`src/rtl/dsp_sys_arr_pkg.sv`:
```
// Shared types for the DSP systolic array datapath: operand word and the
// state encoding of the west-edge skew feeder.
package dsp_sys_arr_pkg;

    localparam int DATA_W = 16;

    typedef logic signed [DATA_W-1:0] word_t;

    typedef enum logic [1:0] {
        IDLE = 2'd0,
        FEED = 2'd1,
        DONE = 2'd2
    } feed_state_t;

endpackage

```
`src/rtl/sys_arr_skew_feeder_skew_window.sv`:
```
// Row-window comparator: row ROW wants an element on wavefront step cyc when
// ROW <= cyc < ROW + len_q. The compare width CW carries enough headroom that
// ROW + len_q can never wrap.
module skew_window #(
    parameter int KW  = 5,
    parameter int CW  = 8,
    parameter int ROW = 0
) (
    input  logic [CW-1:0] cyc,
    input  logic [KW-1:0] len_q,
    output logic          need
);

    localparam logic [CW-1:0] ROW_C = CW'(ROW);

    logic [CW-1:0] win_end;

    assign win_end = ROW_C + CW'(len_q);
    assign need    = (cyc >= ROW_C) && (cyc < win_end);

endmodule

```
`src/rtl/sys_arr_skew_feeder.sv`:
```
// West-edge feeder for the systolic array. Pops the per-row operand FIFOs as a
// diagonal wavefront (row r lags row 0 by r cycles), freezes the whole
// wavefront while any row that needs data is empty, and presents registered,
// zero-padded operands with per-row valid to the array.
module sys_arr_skew_feeder
    import dsp_sys_arr_pkg::*;
#(
    parameter  int ROWS  = 4,
    parameter  int DEPTH = 16,
    localparam int KW    = $clog2(DEPTH) + 1
) (
    input  logic                clk,
    input  logic                nRST,
    input  logic                start,
    input  logic [KW-1:0]       k_len,
    input  word_t [ROWS-1:0]    fifo_dat,
    input  logic [ROWS-1:0]     fifo_empty,
    output logic [ROWS-1:0]     fifo_pop,
    output word_t [ROWS-1:0]    arr_dat,
    output logic [ROWS-1:0]     arr_vld,
    output logic                busy,
    output logic                done
);

    // Step counter must reach len_q + ROWS - 1 without wrapping.
    localparam int CW = KW + $clog2(ROWS) + 1;

    feed_state_t     state;
    feed_state_t     state_nxt;
    logic [CW-1:0]   cyc;
    logic [CW-1:0]   cyc_nxt;
    logic [KW-1:0]   len_q;
    logic [KW-1:0]   len_nxt;
    logic [CW-1:0]   last_cyc;
    logic [ROWS-1:0] need;
    logic            stall;

    for (genvar r = 0; r < ROWS; r++) begin : g_row
        skew_window #(
            .KW  (KW),
            .CW  (CW),
            .ROW (r)
        ) u_win (
            .cyc   (cyc),
            .len_q (len_q),
            .need  (need[r])
        );
    end

    // Only rows inside their window can stall the wavefront.
    assign stall    = |(need & fifo_empty);
    // Final wavefront step: the last row takes its last element here.
    assign last_cyc = CW'(len_q) + CW'(ROWS) - CW'(2);
    assign busy     = (state != IDLE);
    assign done     = (state == DONE);

    // Control registers: state, wavefront step and latched pass length.
    always_ff @(posedge clk or negedge nRST) begin
        if (!nRST) begin
            state <= IDLE;
            cyc   <= '0;
            len_q <= '0;
        end else begin
            state <= state_nxt;
            cyc   <= cyc_nxt;
            len_q <= len_nxt;
        end
    end

    // Next-state, step advance and pop strobes; pops are suppressed on stall.
    always_comb begin
        state_nxt = state;
        cyc_nxt   = cyc;
        len_nxt   = len_q;
        fifo_pop  = '0;
        unique case (state)
            IDLE: begin
                if (start) begin
                    len_nxt   = k_len;
                    cyc_nxt   = '0;
                    state_nxt = (k_len != '0) ? FEED : DONE;
                end
            end
            FEED: begin
                if (!stall) begin
                    fifo_pop = need;
                    cyc_nxt  = cyc + CW'(1);
                    if (cyc == last_cyc) begin
                        state_nxt = DONE;
                    end
                end
            end
            DONE: begin
                state_nxt = IDLE;
            end
            default: begin
                state_nxt = IDLE;
            end
        endcase
    end

    // Operand register: popped word goes to the array one cycle later, else zero.
    always_ff @(posedge clk or negedge nRST) begin
        if (!nRST) begin
            arr_dat <= '0;
            arr_vld <= '0;
        end else begin
            for (int r = 0; r < ROWS; r++) begin
                arr_dat[r] <= fifo_pop[r] ? fifo_dat[r] : '0;
            end
            arr_vld <= fifo_pop;
        end
    end

endmodule

```
`config.mk`:
```
export PLATFORM = sky130hd
export DESIGN_NAME = sys_arr_skew_feeder
export DESIGN_NICKNAME = d
export VERILOG_FILES = /design/src/rtl/dsp_sys_arr_pkg.sv /design/src/rtl/sys_arr_skew_feeder_skew_window.sv /design/src/rtl/sys_arr_skew_feeder.sv
export SDC_FILE = /design/constraint.sdc
export NUM_CORES = 1
export LEC_CHECK = 0
export ABC_AREA = 1
export ABC_CLOCK_PERIOD_IN_PS = 5260
export CORE_ASPECT_RATIO = 0.9
export CORE_MARGIN = 5
export CORE_UTILIZATION = 29
export CTS_BUF_LIST = sky130_fd_sc_hd__clkbuf_16
export CTS_CLUSTER_SIZE = 30
export DETAILED_ROUTE_END_ITERATION = 10
export GPL_TIMING_DRIVEN = 0
export PLACE_DENSITY = 0.67
export REMOVE_ABC_BUFFERS = 1
export SETUP_SLACK_MARGIN = 0.02
export SYNTH_ARGS = -nofsm -noshare
export SYNTH_HDL_FRONTEND = slang
export SYNTH_SLANG_ARGS = --single-unit
```
`constraint.sdc`:
```
create_clock -name clk -period 5.26 [get_ports clk]
set_input_delay 1.052 -clock clk [delete_from_list [all_inputs] [get_ports clk]]
set_output_delay 1.052 -clock clk [all_outputs]
set_load 0.01 [all_outputs]
```
==> results of run 1 <==
-- layout make-up --
cell class                 instances  area, um^2  area share [%]
tap                              172       215.2           3.592
clock buffer                       9       225.2           3.759
timing repair buffer             150        1509           25.18
sequential                        83        2077           34.66
multi-input combinational        251        1515           25.29
clock inverter                     7       52.55          0.8770
inverter                         106       397.9           6.640
-- state kept, by name, indices dropped and copies added, names as in the netlist --
register / count
cyc: 8
arr_dat: 64
len_q: 5
arr_vld: 4
state: 2
-- power by group through the flow --
stage | sequential (mW) | clock, mW | combinational, mW
5_1_grt | 0.638 | 0.625 | 0.0928
4_1_cts | 0.638 | 0.602 | 0.0856
3_3_place_gp | 0.650 | 0 | 0.0821
3_5_place_dp | 0.650 | 0 | 0.0848
2_1_floorplan | 0.650 | 0 | 0.0124
6_report | 0.638 | 0.578 | 0.0834
-- placed cells by master (no fill, tap or decap), types with 9 or more instances in the layout --
master             n
clkdlybuf4s50_1  148
nand3_1           21
dfrtp_1           83
clkbuf_16          9
inv_1            105
nand2_1           64
a21oi_1           12
nor2_2            37
nor2_1            49
ha_1              30
-- final timing paths --
kind / startpoint / end / slack (ns)
hold / removal: cyc[7] / cyc[7] / 0.54
hold reg to reg: cyc[7] / cyc[7] / 0.54
max in group asynchronous: nRST / arr_dat[58] / 3.95
setup reg to reg: len_q[1] / arr_dat[34] / 2.46
setup / recovery: len_q[1] / fifo_pop[1] / 0.62
min in group asynchronous: nRST / arr_dat[39] / 0.70
-- tightest hold or removal path, delay by kind of cell (launching register included) --
family           cells  cell delay (ns)
AND/OR/NAND/NOR      2             0.14
flip-flops           1             0.37
-- logic make-up after synthesis --
kind of cell	after synthesis	share of synthesized area (%)
xor+xnor	8	1.730
simple gates	191	23.50
fa+ha+maj	30	9.265
compound gates	22	2.903
flops	83	51.27
buf+inv	114	11.33
-- metal layers --
layer	global-route usage, %	part of all wire (%)
met5	0	0
met4	3.562	1.2
met3	3.757	8.1
met2	19.72	48
met1	14.71	43
==> impl_results.md, run 1 <==
* H-tree lvl count at 3
* Pwr Density at 216.9 nW/um^2
* # rows at slightly above 40
* Syn avg cell area at 9.043 um^2
* Max incr delay on CP at 0.56 ns
* Setup crit start kind: flop
* Mapped Cells at 448
* Vias in the first global route at 3,308
* Finished Core Util at 43.26%
* Total grt overflow at 0
* Maximum vdd drop at 0.1552 mV
* Final Total Pwr at 1.300 mW
* Net Sw Frac at approximately 22%
* Fin crit period at 4.641 ns
* WHS Path Cells at 2
* Synth top cells by count: inv_1 (104), dfrtp_1 (83), nand2_1 (64)
* Slew headroom at 58.06%
* Placed Instances at 762
* Leak at 3.072 nW
* # fillers at 1,331
* Hold crit path type: reg2reg
* Endpoint type of the worst setup path: output port
* Sink Count at 83
* DRT iter0 DRCs at 150
* Critical path class: reg2out
* Post-CTS resize count at 0
* DR DRC count at 0
* Crit path cell chain: inv_1, ha_1, nor3_1, xor2_1, ha_1, nand2_1, nand2_1, nor2_1, nand2_1, inv_2, nand3_1, nand2_2, nor2_8, nand4_4, inv_1, clkdlybuf4s50_1
* Dpl hpwl at 7600 um
* Final worst-path cycle share at 88.23%
* Total CTS buffers at 9
* Cells on worst reg2reg path at 15
* Most common flop cell mapped by yosys: dfrtp_1
* DIE AREA at 16,440 um^2
* Sequential share of power at 49.1%
* IO Pins at 150
* Status: finished, final reports clean
* Critical Path Fanout Max at 17
* Setup Slack @ Placement at 0.9117 ns
* Top cell by count, worst path: nand2_1
* Synth top area cells: dfrtp_1 (51%), inv_1 (9.6%), ha_1 (9.3%)
* Initial antenna violation count at 0
* Yosys cell types at 24
* Clock skew at 0.007059 ns
* Fmax achieved at 0.2155 GHz
* Internal at approximately 1.0 mW
* Routed Antenna Nets at 0
* Max-cap violation count at 0
* Layout net count at 707
* Top-area cell type share of the netlist area at 51.27%
* RSZ-0062 raised after global routing: no
* CP max stage cell: clkdlybuf4s50_1
* Routability congestion estimate at about 0.84
* CP required at 4.21 ns
* Global-route usage over all layers at 11.82%
* Global-route wire length before repair at 15,630 um
* Final worst slack at between 0.6 and 0.7 ns
* CTS max path bufs at 2
* Slew @ Worst Pin at 0.6276 ns
* Core area at about 14,000 um^2
* Final WL at 9607 um
* Warnings, synthesis at 0
* TNS Setup at 0 ns
* Clock power share at about 45%
* Mean routed wirelength per cell at 12.35 um
* Initial Utilization at approximately 30%
* Critical path depth at 16
* Fraction of layout cells with a size suffix above 1 at 11.22%
* Die Ht at 122.1 um
* Final Hold Violating Endpoints at 0
* Bufs and invs on worst path at 4
* Clk slew on worst S/H paths at 0.06 ns
* Crit-path leading delay family: simple AND/OR/NAND/NOR gates
* Largest net degree at the start of global routing at 44
* Most frequent cell after synthesis: inv_1
* CTS tree: done
* Mapped cell area at 4051 um^2
* Drt via density at 4.210
* Setup Viol. Count Final at 0
* FFs w/ async S/R, synth at 100.0%
* EDFF count, synth at 0
* Yosys top cell by area: dfrtp_1
* CTS Hold Bufs at 0
* 1st-pass router iterations at 4
* Post-synthesis sequential area ratio at 51.27%
* Root Driver: clkbuf_16
* Post-CTS setup buffer count at 0
* Number of synthesized register bits at 83
* # port buffers at 149
* Final Slew Violations at 0
* Crit path arrival time at 3.59 ns
* Hold slack at around 0.54 ns
* Area Overhead vs Synth at 47.90%
* Horiz. Die Dim at 134.6 um
* Psw at 0.2862 mW
* Placed standard-cell area at 5714 um^2
* Vias at about 3,300
* Fin cells at between 700 and 800
* Clock insertion delay at the later pin of the skew report at 0.33 ns
* Number of diodes at 0
* Fin area at 5992 um^2
* Comb pwr share at 6.4%
Note: power is estimated with default switching activity, not from simulation.
==> run 2: changes to the inputs <==
ABC_AREA = default   (was 1)
PLACE_DENSITY = 0.68   (was 0.67)
==> run 2 against run 1 <==
Clock skew increased by 0.00099 ns. Register-to-register slack worse by 0.36 ns. Combinational power increased to 15 times the previous value. Sequential share of layout area rose by 1.2 points. Design area down 3.4%. Count of clock-buffer cells in the layout stayed put. Utilization grew 2.2 points. Synthesized cell count decreased by 30%. Final cell count fell by 18%.
==> impl_results.md, run 2 <==
* Status: finished, final reports clean
* Maximum vdd drop at 0.2126 mV
* Crit path arrival time at approximately 3.9 ns
* Clock insertion delay at the later pin of the skew report at 0.33 ns
* Mean routed wirelength per cell at 14.70 um
* Max-cap violation count at 0
* Critical Path Fanout Max at 18
* Fin crit period at 4.916 ns
* Clock power share at 23.0%
* Total CTS buffers at 9
* Largest register FFs at 64
* Sequential share of power at 32.5%
* FFs w/ async S/R, synth at 100.0%
* Final Slew Violations at 0
* DIE AREA at 15,420 um^2
* Final Hold Violating Endpoints at 0
* Total grt overflow at 0
* Number of diodes at 0
* Most frequent cell after synthesis: dfrtp_1
* Routability congestion estimate at roughly 0.85
* Critical path class: reg2out
* Clk slew on worst S/H paths at 0.06 ns
* CTS max path bufs at 2
* Post-synthesis sequential area ratio at 54.93%
* Syn avg cell area at 12.00 um^2
* Hold crit path type: reg2reg
* # rows at 39
* Internal at 1.829 mW
* Most frequent cells in the layout: clkdlybuf4s50_1 (148), dfrtp_1 (83), and2_1 (66)
* Endpoint type of the worst setup path: output port
* Fraction of layout cells with a size suffix above 1 at under 10%
* Clock skew at roughly 0.0080 ns
* Comb pwr share at 44.5%
* Yosys cell types at 49
* Mapped Cells at 315
* Vias at 2,865
* RSZ-0062 raised after global routing: no
* Placed Instances at 623
* Area occupied by multi-input gates at 1627 um^2
* Most common flop cell mapped by yosys: dfrtp_1
* Yosys top cell by area: dfrtp_1
* Die Ht at 118.3 um
* Most common cell after layout, fill and taps aside: clkdlybuf4s50_1
* TNS Setup at 0 ns
* Initial antenna violation count at 0
* # port buffers at 149
* Initial Utilization at just under 30%
* Drt via density at 4.484
* Top-area cell type share of the netlist area at 54.93%
* Final WL at ~9400 um
* Post-CTS setup buffer count at 0
* Warnings, synthesis at 0
* Setup Viol. Count Final at 0
* Fmax achieved at about 0.2 GHz
* Horiz. Die Dim at roughly 130 um
* Global-route usage over all layers at 12.38%
* Hold slack at 0.5133 ns
* Routed Antenna Nets at 0
* Number of synthesized register bits at 83
* Area Overhead vs Synth at 53.14%
* Vias in the first global route at about 2,900
* FF+latch area at 2077 um^2
* Sink Count at 83
* Root Driver: clkbuf_16
* DRT iter0 DRCs at 76
* Synth top cells by count: dfrtp_1 (83), and2_1 (66), ha_1 (30)
* Global-route wire length before repair at roughly 15,000 um
* Dpl hpwl at approximately 7400 um
* # fillers at around 1,200
* Core area at 12,740 um^2
* Final worst-path cycle share at 93.46%
* Largest net degree at the start of global routing at 53
* Setup crit start kind: flop
* Layout net count at between 500 and 600
* Leak at 2.621 nW
* H-tree lvl count at 3
* Psw at 1.022 mW
* Net Sw Frac at a little over a third
* CP required at 4.21 ns
* Largest regs: arr_dat (64), cyc (8), len_q (5)
* IO Pins at 150
* Pwr Density at 492.5 nW/um^2
* DR DRC count at 0
* 1st-pass router iterations at 4
* EDFF count, synth at 0
* CTS tree: done
* Mapped cell area at 3781 um^2
* Fin cells at roughly 640
* Slew @ Worst Pin at 0.8504 ns
* Synth top area cells: dfrtp_1 (55%), and2_1 (11%), ha_1 (9.9%)
* Slew headroom at 42.99%
* Top reg by flops: arr_dat
run 2: cell count changes after synthesis, sizes merged, moves of 6 or more:
cell	delta
a21o	+6
and2	+67
inv	-93
nand2	-56
nand2b	+7
nand3	-10
nor2	-77
run 2: critical path, stage by stage, from the launching register on:
cell             delay [ns]
dfrtp_1                0.54
ha_1                   0.31
a21oi_1                0.06
or3_1                  0.33
ha_1                   0.33
nand4_1                0.11
a21oi_1                0.16
or4_1                  0.27
nand2_4                0.12
nor4_4                 0.61
clkdlybuf4s50_1        0.68
run 2: final cells by class:
class                   instances  share of cell area [%]
flip-flops and latches         83                   35.87
clock inverters                 7                   1.577
well taps                     164                   3.544
multi-input cells             213                   28.09
clock buffers                   9                   3.889
inverters                      13                  0.8427
repair buffers                150                   26.19
run 2: metal layers:
metal / wire (um) / GRT usage, % / vias to the layer above
met4: 112 / 3.599 / 0
met5: 0 / 0 / -
li1: - / - / 1386
met2: 4321 / 19.55 / 127
met1: 3994 / 15.55 / 1342
met3: 967 / 5.142 / 10
run 2: path summary, 6_finish.rpt:
| check | start | to | slack, ns | cells past startpoint |
|---|---|---|---|---|
| max | len_q[2] | fifo_pop[2] | 0.34 | 10 |
| min | state[1] | state[1] | 0.51 | 1 |
| max reg2reg | len_q[2] | arr_dat[34] | 2.10 | 10 |
| min reg2reg | state[1] | state[1] | 0.51 | 1 |
| max in group asynchronous | nRST | arr_dat[4] | 4.02 | 2 |
| min in group asynchronous | nRST | arr_dat[16] | 0.65 | 1 |
run 2: kinds of logic (layout without fill, tap and decap cells):
logic type / Yosys count / after routing / share of synthesized area (%)
and+or+nand+nor: 136 / 136 / 23.16
DFF: 83 / 83 / 54.93
AOI/OAI and AO/OA: 34 / 34 / 6.420
adders and majority gates: 30 / 30 / 9.927
buffers and inverters: 19 / 179 / 2.217
xor gates and xnor gates: 8 / 8 / 1.853
muxes: 5 / 5 / 1.489
run 2: through the flow:
step / util (%) / area (um^2) / setup WS (ns) / total power [mW]
2_1_floorplan: - / 3746 / 1.766 / 1.708
3_3_place_gp: 42.74 / 5443 / 0.2426 / 2.173
3_5_place_dp: 42.93 / 5468 / 0.4903 / 2.220
4_1_cts: 45.42 / 5784 / 0.1458 / 2.896
5_1_grt: 45.47 / 5791 / 0.02054 / 3.100
6_report: 45.47 / 5791 / 0.3442 / 2.852
run 2: what timing repair did:
action                                  in CTS  in global routing
hold buffers                                 0                  0
resized for setup                            0                  1
endpoints found under the setup margin       0                  1
run 2: power groups by stage:
stage                     Clock [mW]  Combinational, mW  Sequential, mW
after floorplan                    0              0.765           0.943
after global placement             0               1.24           0.934
after detailed placement           0               1.28           0.939
after CTS                      0.680               1.29           0.928
after global routing           0.709               1.44           0.952
final                          0.656               1.27           0.927
==> run 3: changes to the inputs <==
CTS_CLUSTER_SIZE = 28   (was 30)
==> results of run 3 <==
No change in the layout: final DEF, timing and power equal those of run 2.
